==> config.mk <==
export PLATFORM = sky130hd
export DESIGN_NAME = fft_frame_seq
export DESIGN_NICKNAME = d
export VERILOG_FILES = /design/src/rtl/fft_frame_seq_pkg.sv /design/src/rtl/fft_seq_out_fifo.sv /design/src/rtl/fft_frame_seq.sv
export SDC_FILE = /design/constraint.sdc
export NUM_CORES = 1
export LEC_CHECK = 0
export CORE_MARGIN = 3
export CORE_UTILIZATION = 55
export CTS_CLUSTER_SIZE = 28
export DETAILED_ROUTE_END_ITERATION = 7
export GPL_TIMING_DRIVEN = 0
export PLACE_DENSITY_LB_ADDON = 0.05
export SKIP_LAST_GASP = 1
export SLEW_MARGIN = 0
export SYNTH_ARGS = -nofsm -noshare
export SYNTH_HDL_FRONTEND = slang
export SYNTH_SLANG_ARGS = --single-unit
==> constraint.sdc <==
create_clock -name clk -period 4.4 [get_ports clk]
set_input_delay 0.88 -clock clk [delete_from_list [all_inputs] [get_ports clk]]
set_output_delay 0.88 -clock clk [all_outputs]
set_load 0.1 [all_outputs]
==> src/rtl/fft_frame_seq_pkg.sv <==
// fft_frame_seq_pkg: shared definitions for the FFT frame sequencer.
//   fft_seq_state_t : sequencer phases (LOAD, FLUSH, COMPUTE, UNLOAD)
//   FFT_MEM_SIZE    : default frame length / working memory depth
//   FFT_VLW_WDT     : default sample width (packed re/im)
//   bitrev()        : reverses the low addr_wdt bits of an index
package fft_frame_seq_pkg;

   localparam int FFT_MEM_SIZE = 1024;
   localparam int FFT_VLW_WDT  = 32;

   typedef enum logic [1:0] {
      LOAD    = 2'd0,
      FLUSH   = 2'd1,
      COMPUTE = 2'd2,
      UNLOAD  = 2'd3
   } fft_seq_state_t;

   // Bits at and above addr_wdt come back as zero; callers truncate.
   function automatic logic [15:0] bitrev(input logic [15:0] idx, input int addr_wdt);
      logic [15:0] r;
      r = '0;
      for (int b = 0; b < 16; b++)
         if (b < addr_wdt) r[b] = idx[addr_wdt-1-b];
      return r;
   endfunction

endpackage

==> src/rtl/fft_seq_out_fifo.sv <==
// fft_seq_out_fifo: 3-entry output FIFO for the unload path.
//   clk, rst_n : clock, async active-low reset
//   flush      : sync empty (drops all entries)
//   push, din  : write side; caller guarantees no push when full
//   pop        : read side; caller guarantees no pop when empty
//   dout       : head entry, stable until popped
//   empty, occ : status; occ feeds the read-credit logic
module fft_seq_out_fifo #(
   parameter int WDT = 33
) (
   input  logic           clk,
   input  logic           rst_n,
   input  logic           flush,
   input  logic           push,
   input  logic [WDT-1:0] din,
   input  logic           pop,
   output logic [WDT-1:0] dout,
   output logic           empty,
   output logic [1:0]     occ
);

   logic [2:0][WDT-1:0] mem;
   logic [1:0]          rd_ptr, wr_ptr, cnt;

   function automatic logic [1:0] ptr_inc(input logic [1:0] p);
      return (p == 2'd2) ? 2'd0 : p + 2'd1;
   endfunction

   always_ff @(posedge clk or negedge rst_n) begin
      if (!rst_n) begin
         mem    <= '0;
         rd_ptr <= '0;
         wr_ptr <= '0;
         cnt    <= '0;
      end else if (flush) begin
         rd_ptr <= '0;
         wr_ptr <= '0;
         cnt    <= '0;
      end else begin
         if (push) begin
            mem[wr_ptr] <= din;
            wr_ptr      <= ptr_inc(wr_ptr);
         end
         if (pop) rd_ptr <= ptr_inc(rd_ptr);
         cnt <= cnt + 2'(push) - 2'(pop);
      end
   end

   assign dout  = mem[rd_ptr];
   assign empty = (cnt == 2'd0);
   assign occ   = cnt;

endmodule

==> src/rtl/fft_frame_seq.sv <==
// fft_frame_seq: single-buffer frame sequencer around the FFT core.
// Loads one frame from s_axis into working memory, pulses fft_start,
// waits for fft_done, then streams the result memory out on m_axis.
//   clk, rst_n          : clock, async active-low reset
//   abort               : sync flush back to LOAD
//   s_axis_*            : input stream (tready high only in LOAD)
//   mem_wr_*            : registered memory write port
//   fft_start/fft_done  : core handshake (one-cycle pulses)
//   mem_rd_en/addr/data : read port, data one cycle after request
//   m_axis_*            : output stream, tlast on beat FFT_SIZE-1
//   frame_cnt           : completed frames (wraps)
//   err_tlast_early/late, err_clr : sticky TLAST mismatch flags
module fft_frame_seq
   import fft_frame_seq_pkg::*;
#(
   parameter int  FFT_SIZE    = FFT_MEM_SIZE,
   parameter int  VLW_WDT     = FFT_VLW_WDT,
   parameter bit  BITREV_LOAD = 1'b0,
   localparam int ADDR_WDT    = $clog2(FFT_SIZE)
) (
   input  logic                clk,
   input  logic                rst_n,
   input  logic                abort,
   input  logic [VLW_WDT-1:0]  s_axis_tdata,
   input  logic                s_axis_tvalid,
   input  logic                s_axis_tlast,
   output logic                s_axis_tready,
   output logic                mem_wr_en,
   output logic [ADDR_WDT-1:0] mem_wr_addr,
   output logic [VLW_WDT-1:0]  mem_wr_data,
   output logic                fft_start,
   input  logic                fft_done,
   output logic                mem_rd_en,
   output logic [ADDR_WDT-1:0] mem_rd_addr,
   input  logic [VLW_WDT-1:0]  mem_rd_data,
   output logic [VLW_WDT-1:0]  m_axis_tdata,
   output logic                m_axis_tvalid,
   output logic                m_axis_tlast,
   input  logic                m_axis_tready,
   output logic [15:0]         frame_cnt,
   output logic                err_tlast_early,
   output logic                err_tlast_late,
   input  logic                err_clr
);

   localparam logic [ADDR_WDT-1:0] LAST_IDX = ADDR_WDT'(FFT_SIZE - 1);

   fft_seq_state_t      state, state_nxt;
   logic [ADDR_WDT-1:0] wr_cnt, ld_addr;
   logic [ADDR_WDT:0]   rd_cnt;       // MSB set once all reads are issued
   logic                rd_pend, rd_pend_last;
   logic                hs_in, hs_out, in_last, out_last_hs;
   logic [1:0]          fifo_occ;
   logic                fifo_empty;
   logic                set_early, set_late;

   assign s_axis_tready = (state == LOAD);
   assign hs_in         = s_axis_tvalid & s_axis_tready;
   assign in_last       = (wr_cnt == LAST_IDX);
   assign hs_out        = m_axis_tvalid & m_axis_tready;
   assign out_last_hs   = hs_out & m_axis_tlast;
   assign ld_addr       = BITREV_LOAD ? ADDR_WDT'(bitrev(16'(wr_cnt), ADDR_WDT)) : wr_cnt;

   // Read credit: FIFO entries plus the one possible in-flight read must
   // stay below FIFO depth so returning data always has a slot.
   assign mem_rd_en   = (state == UNLOAD) && !rd_cnt[ADDR_WDT] &&
                        (({1'b0, fifo_occ} + {2'b00, rd_pend}) < 3'd3);
   assign mem_rd_addr = rd_cnt[ADDR_WDT-1:0];

   // A beat accepted in the abort cycle is flushed, so it neither writes
   // nor raises a TLAST error.
   assign set_early = hs_in & ~abort & s_axis_tlast & ~in_last;
   assign set_late  = hs_in & ~abort & ~s_axis_tlast & in_last;

   always_ff @(posedge clk or negedge rst_n) begin
      if (!rst_n) state <= LOAD;
      else        state <= state_nxt;
   end

   always_comb begin
      state_nxt = state;
      case (state)
         LOAD:    if (hs_in && in_last) state_nxt = FLUSH;
         FLUSH:   state_nxt = COMPUTE;
         COMPUTE: if (fft_done) state_nxt = UNLOAD;
         UNLOAD:  if (out_last_hs) state_nxt = LOAD;
         default: state_nxt = LOAD;
      endcase
      if (abort) state_nxt = LOAD;
   end

   always_ff @(posedge clk or negedge rst_n) begin
      if (!rst_n) begin
         mem_wr_en       <= 1'b0;
         mem_wr_addr     <= '0;
         mem_wr_data     <= '0;
         fft_start       <= 1'b0;
         wr_cnt          <= '0;
         rd_cnt          <= '0;
         rd_pend         <= 1'b0;
         rd_pend_last    <= 1'b0;
         frame_cnt       <= '0;
         err_tlast_early <= 1'b0;
         err_tlast_late  <= 1'b0;
      end else begin
         mem_wr_en <= hs_in & ~abort;
         if (hs_in) begin
            mem_wr_addr <= ld_addr;
            mem_wr_data <= s_axis_tdata;
         end
         fft_start    <= (state == FLUSH) & ~abort;
         rd_pend      <= mem_rd_en & ~abort;
         rd_pend_last <= mem_rd_en & (rd_cnt[ADDR_WDT-1:0] == LAST_IDX);
         if (abort) begin
            wr_cnt <= '0;
            rd_cnt <= '0;
         end else begin
            // wr_cnt wraps to 0 on the last beat since FFT_SIZE is 2^n
            if (hs_in)     wr_cnt <= wr_cnt + ADDR_WDT'(1);
            if (mem_rd_en) rd_cnt <= rd_cnt + (ADDR_WDT+1)'(1);
            if (out_last_hs) begin
               rd_cnt    <= '0;
               frame_cnt <= frame_cnt + 16'd1;
            end
         end
         // set beats clear
         err_tlast_early <= set_early | (err_tlast_early & ~err_clr);
         err_tlast_late  <= set_late  | (err_tlast_late  & ~err_clr);
      end
   end

   fft_seq_out_fifo #(
      .WDT (VLW_WDT + 1)
   ) u_out_fifo (
      .clk   (clk),
      .rst_n (rst_n),
      .flush (abort),
      .push  (rd_pend),
      .din   ({rd_pend_last, mem_rd_data}),
      .pop   (hs_out),
      .dout  ({m_axis_tlast, m_axis_tdata}),
      .empty (fifo_empty),
      .occ   (fifo_occ)
   );

   assign m_axis_tvalid = ~fifo_empty;

endmodule

==> impl_metrics.env, run 1 <==
export IMPL_status="finished, final reports clean"
export IMPL_path_common_cell="buf_2"
export IMPL_cap_viol_max_count=0
export IMPL_fin_skew_ns=0.00645
export IMPL_synth_cells=666
export IMPL_synthFlopType="dfrtp_1"
export IMPL_wl_um=19000
export IMPL_area_delta_synth_final_pct=31.5
export IMPL_globalRouteOverflowTotal=0
export IMPL_wl_per_cell_um=17.9
export IMPL_clock_latency_ns=0.42
export IMPL_post_route_period_util_pct=91.1
export IMPL_drc=0
export IMPL_syn_avg_cell_area_um2=12.8
export IMPL_antennaDiodeCount=0
export IMPL_startpoint_type="register"
export IMPL_initial_utilization_pct=57.6
export IMPL_clock_fmax_mhz=249
export IMPL_htreeDepth=4
export IMPL_grt_start_max_net_pins=116
export IMPL_async_flop_share_pct=100
export IMPL_ys_seq_area_share_pct=56.2
export IMPL_p_leak_uw=0.00501
export IMPL_first_pass_iters=4
export IMPL_ant_nets=0
export IMPL_core_rowCount=44
export IMPL_cp_end_kind="output pin"
export IMPL_cp_cell_sequence="buf_2 > nor2b_1 > clkbuf_1 > buf_2 > nand2_1 > o21ai_0 > clkdlybuf4s50_1"
export IMPL_crit_type="reg -> out"
export IMPL_finalSetupViolCount=0
export IMPL_cts_tree="yes"
export IMPL_drv_slew=0
export IMPL_cts_root_buffer="clkbuf_16"
export IMPL_placed_area_um2=10600
export IMPL_grt_usage_pct=22.8
export IMPL_crit_required_ns=3.52
export IMPL_rsz0062_at_grt="false"
export IMPL_crit_arrival_ns=3.13
export IMPL_synth_seq_cells=192
export IMPL_via_per_inst=5.55
export IMPL_core_area_um2=14900
export IMPL_vias=5896
export IMPL_die_h_um=131
export IMPL_final_core_util_pct=75.7
export IMPL_nNetsFinal=948
export IMPL_postCtsSetupBuffers=0
export IMPL_worstPathMaxFanout=10
export IMPL_io_buffers=179
export IMPL_cts_made_buffers=17
export IMPL_yosysUniqueCellTypes=44
export IMPL_met2_usage_pct=39.1
export IMPL_fin_crit_ns=4.01
export IMPL_cts_clk_slew_worst_paths_ns=0.07
export IMPL_cts_hold_buf=0
export IMPL_grtUsageMet1_pct=27.8
export IMPL_slowest_stage="clkdlybuf4s50_1"
export IMPL_irDropWorstVdd_mv=0.377
export IMPL_crit_family="buffers and inverters"
export IMPL_grt_pass1_wl_um=30600
export IMPL_finalInstanceArea_um2=11300
export IMPL_grt_busiest_layer="met2"
export IMPL_post_dp_hpwl_um=13500
export IMPL_worstMarginPinSlew_ns=1.03
export IMPL_ys_warn_count=0
export IMPL_antenna_found_initial=0
export IMPL_grt_pass1_vias=6200
export IMPL_final_hold_violation_count=0
export IMPL_drive_above_1_share_pct=24.7
export IMPL_synth_edf_count=0
export IMPL_cts_resized_gates=0
export IMPL_num_io_pins=180
export IMPL_min_path_type="in -> async"
export IMPL_clock_path_buffers=2
export IMPL_max_stage_delay_ns=1.22
export IMPL_syn_area_um2=8550
export IMPL_cts_sinks=192
export IMPL_slew_headroom_pct=31.4
export IMPL_grtUsageMet3_pct=6.42
export IMPL_synth_nets=749
export IMPL_dieWidth_um=131
export IMPL_p_per_area_nw_per_um2=450
export IMPL_crit_buf_inv=4
export IMPL_first_iter_violations=330
export IMPL_gp_congestion=0.768
export IMPL_fillers=920
export IMPL_die_area_um2=17100
## sequential cells by signal (all words and copies together) (netlist names), 2 cells and up
name	count
u_out_fifo.mem	99
mem_wr_data	32
frame_cnt	16
rd_cnt	11
ld_addr	10
mem_wr_addr	10
state	2
u_out_fifo.occ	2
u_out_fifo.rd_ptr	2
u_out_fifo.wr_ptr	2
## cells in the final DEF, fill, tap and decap left out, drive strengths merged
cell type        n
and3             5
a32o             1
clkdlybuf4s50  178
nor2            22
dfrtp          192
nand3b           2
bufinv           5
mux2           141
inv             10
mux2i           35
nor3b            5
clkbuf          23
o211ai           1
nand2           50
clkinvlp         5
clkinv           4
ha              11
or3              6
buf             39
nand4           15
nor3             9
and2             3
and4             4
and4b            1
nand3           14
o21ba            2
a21oi           12
o41ai            1
or2              1
xnor2           22
o21a             1
o31ai            1
nor2b            5
a21o             1
nand2b           4
xor2             6
o21ai           41
## kinds of logic (layout without fill, tap and decap cells)
| kind of cell | count (synthesis) | count (layout) | share of synthesized area, % |
|---|---|---|---|
| multiplexers | 176 | 176 | 22.7 |
| flip-flops | 192 | 192 | 56.2 |
| adder cells (fa/ha/maj) | 11 | 11 | 1.61 |
| AND/OR/NAND/NOR | 146 | 146 | 9.17 |
| buffers and inverters | 52 | 264 | 3.54 |
| XOR/XNOR | 28 | 28 | 2.87 |
| AO/OA/AOI/OAI | 61 | 61 | 3.99 |
## report_power, final
group | switching [uW] | internal, uW
registers | 71.7 | 1880
logic | 1050 | 402
clock network | 659 | 1010
total | 1780 | 3290
## synth_stat cells (5+ instances only)
master    instances  area, um^2
dfrtp_1         192        4800
mux2_2          138        1550
nand2_1          50         188
o21ai_0          39         195
mux2i_1          35         350
nor2_1           22        82.6
xnor2_1          22         193
buf_2            17        85.1
nand4_1          15        93.8
nand3_1          14        70.1
buf_4            13        97.6
a21oi_1          12        60.1
ha_1             11         138
inv_1            10        37.5
nor3_1            7        35.0
or3_1             6        37.5
xor2_1            6        52.6
and3_1            5        31.3
buf_6             5        56.3
clkbuf_1          5        18.8
nor2b_1           5        31.3
## through the flow
stage               total power [uW]  std cells  setup TNS, ns  hold WS, ns  setup slack [ns]
floorplan                       3030        666              0        0.457             0.534
global route                    5240       1062              0        0.468             0.259
detailed placement              3440       1030              0        0.468             0.862
CTS                             5120       1062              0        0.441             0.363
global placement                3410       1029        -959.49        0.461             -5.01
finish                          5070       1062              0        0.433             0.392
## path summary, 6_finish.rpt
path	start	end	slack [ns]	cells after the start
setup / recovery	u_out_fifo.rd_ptr[1]	m_axis_tdata[28]	0.39	7
hold / removal	rst_n	frame_cnt[12]	0.43	1
setup reg to reg	rd_pend	rd_cnt[9]	2.35	6
hold reg to reg	frame_cnt[15]	frame_cnt[15]	0.48	1
max in group asynchronous	rst_n	mem_wr_data[23]	3.01	2
min in group clk	frame_cnt[15]	frame_cnt[15]	0.48	1
## per-layer routing
layer,wire [um],vias to the layer above
met3,1060,34
met4,409,0
met1,7990,2967
met2,9540,165
li1,-,2730
met5,0,-
## area by class of cell
| class | count | area [um^2] | share of cell area [%] |
|---|---|---|---|
| plain buffers | 42 | 265 | 2.36 |
| clock buffers | 18 | 429 | 3.81 |
| clock inverters | 14 | 215 | 1.91 |
| inverters | 10 | 37.5 | 0.334 |
| multi-input cells | 422 | 3450 | 30.6 |
| flip-flops and latches | 192 | 4800 | 42.7 |
| well taps | 184 | 230 | 2.05 |
| repair buffers | 180 | 1820 | 16.2 |
(Power assumes the default switching activity.)
==> run 2: changes to the inputs <==
Settings changed: CAP_MARGIN set to 10, HOLD_SLACK_MARGIN set to 0.02.
==> results of run 2 <==
Final layout, timing and power as in run 1 (identical DEF).
==> run 3: changes to the inputs <==
Settings changed: CORE_UTILIZATION 55 to 30.
==> impl_metrics.env, run 3 (synthesized netlist as in run 1, its figures left out) <==
export IMPL_status="finished, final reports clean"
export IMPL_clock_path_buffers=2
export IMPL_final_hold_violation_count=0
export IMPL_post_route_period_util_pct=91.4
export IMPL_die_h_um=175
export IMPL_via_per_inst=4.64
export IMPL_register_area_um2=4800
export IMPL_grt_pass1_vias=6543
export IMPL_p_per_area_nw_per_um2=429
export IMPL_first_iter_violations=197
export IMPL_vias=5823
export IMPL_cts_resized_gates=0
export IMPL_pwr_share_clk_pct=30.6
export IMPL_io_buffers=179
export IMPL_dp_cells=1224
export IMPL_p_leak_uw=0.00499
export IMPL_timing_rr_start="rd_pend"
export IMPL_grt_usage_pct=14.5
export IMPL_placed_area_um2=10900
export IMPL_r2r_end="rd_cnt[9]"
export IMPL_num_io_pins=180
export IMPL_post_dp_hpwl_um=14800
export IMPL_finalSetupViolCount=0
export IMPL_cts_root_buffer="clkbuf_16"
export IMPL_final_cell_mix="dfrtp_1 (192), clkdlybuf4s50_1 (178), mux2_2 (138)"
export IMPL_p_seq_share_pct=39.8
export IMPL_drv_slew=0
export IMPL_area_delta_synth_final_pct=33.4
export IMPL_dieWidth_um=175
export IMPL_slew_headroom_pct=30.2
export IMPL_place_ws_ns=0.805
export IMPL_crit_arrival_ns=3.14
export IMPL_nNetsFinal=948
export IMPL_cts_made_buffers=17
export IMPL_core_rowCount=61
export IMPL_internal_power_uw=3040
export IMPL_initial_utilization_pct=30.6
export IMPL_globalRouteOverflowTotal=0
export IMPL_drc=0
export IMPL_drive_above_1_share_pct=24.7
export IMPL_wl_per_cell_um=17.1
export IMPL_antenna_found_initial=0
export IMPL_cts_hold_buf=0
export IMPL_swShare_pct=37.9
export IMPL_fillers=2682
export IMPL_r2r_setup_slack_ns=2.36
export IMPL_worstPathMaxFanout=10
export IMPL_die_area_um2=30600
export IMPL_htreeDepth=4
export IMPL_postCtsSetupBuffers=0
export IMPL_cts_clk_slew_worst_paths_ns=0.08
export IMPL_first_pass_iters=4
export IMPL_final_common_cell="dfrtp_1"
export IMPL_cap_viol_max_count=0
export IMPL_crit_type="reg -> out"
export IMPL_finalWorstSetupSlack_ns=0.377
export IMPL_multi_input_area_um2=3450
export IMPL_cp_end_kind="output pin"
export IMPL_fin_crit_ns=4.02
export IMPL_antennaDiodeCount=0
export IMPL_holdWs_ns=0.433
export IMPL_power_switching_uw=1860
export IMPL_grt_pass1_wl_um=35300
export IMPL_fin_skew_ns=0.0171
export IMPL_crit_required_ns=3.52
export IMPL_clock_fmax_mhz=249
export IMPL_final_cells=1255
export IMPL_min_path_type="in -> async"
export IMPL_largest_reg_flops=99
export IMPL_cts_tree="yes"
export IMPL_reg_largest_list="u_out_fifo.mem: 99 flops, mem_wr_data: 32 flops, frame_cnt: 16 flops"
export IMPL_core_area_um2=27900
export IMPL_startpoint_type="register"
export IMPL_combinationalPowerShare_pct=29.6
export IMPL_clock_latency_ns=0.44
export IMPL_finalInstanceArea_um2=11400
export IMPL_worstRegToRegCells=6
export IMPL_gp_congestion=0.733
export IMPL_wl_um=21400
export IMPL_ant_nets=0
export IMPL_irDropWorstVdd_mv=0.293
export IMPL_worstMarginPinSlew_ns=1.04
export IMPL_total_power_uw=4900
export IMPL_grt_start_max_net_pins=102
export IMPL_rsz0062_at_grt="false"
export IMPL_cts_sinks=192
export IMPL_regMostFlops="u_out_fifo.mem"
run 3: layout make-up:
| class | instances | share of cell area [%] |
|---|---|---|
| plain buffers | 42 | 2.32 |
| clock inverters | 13 | 1.05 |
| clock buffers | 18 | 3.85 |
| well taps | 378 | 4.14 |
| repair buffers | 180 | 16.0 |
| inverters | 10 | 0.329 |
| flip-flops and latches | 192 | 42.1 |
| multi-input cells | 422 | 30.2 |
run 3: power groups by stage:
stage | clock network, uW | registers, uW | logic (uW)
finish | 1500 | 1950 | 1450
global route | 1640 | 1970 | 1520
CTS | 1560 | 1950 | 1470
detailed placement | 0 | 1980 | 1470
global placement | 0 | 1980 | 1450
floorplan | 0 | 2550 | 475
run 3: per-stage QoR:
step / setup TNS [ns] / utilization (%)
6_report: 0 / 40.8
5_1_grt: 0 / 40.8
4_1_cts: 0 / 40.8
3_5_place_dp: 0 / 38.8
3_3_place_gp: -1056.44 / 38.7
2_1_floorplan: 0 / -
run 3: how the worst max path moves through the flow:
stage | from | to | slack [ns]
6_report | u_out_fifo.rd_ptr[1] | m_axis_tdata[4] | 0.38
2_1_floorplan | u_out_fifo.rd_ptr[0] | m_axis_tdata[10] | 0.53
3_5_place_dp | u_out_fifo.rd_ptr[1] | m_axis_tdata[31] | 0.80
5_1_grt | u_out_fifo.rd_ptr[1] | m_axis_tdata[31] | 0.16
3_3_place_gp | rst_n | mem_wr_data[15] | -5.52
4_1_cts | u_out_fifo.rd_ptr[1] | m_axis_tdata[31] | 0.31
run 3: critical path, stage by stage, from the launching register on:
cell and delay (ns):
dfrtp_1 0.37, buf_2 0.24, nor2b_1 0.15, clkbuf_1 0.22, buf_2 0.31, nand2_1 0.08, o21ai_0 0.14, clkdlybuf4s50_1 1.21
run 3: routing by layer:
metal	vias up	share of wire [%]	track usage [%]
met5	-	0	0
met4	0	1.2	3.36
met3	16	6.7	5.43
met1	2932	44	18.0
met2	136	48	24.1
li1	2739	-	-
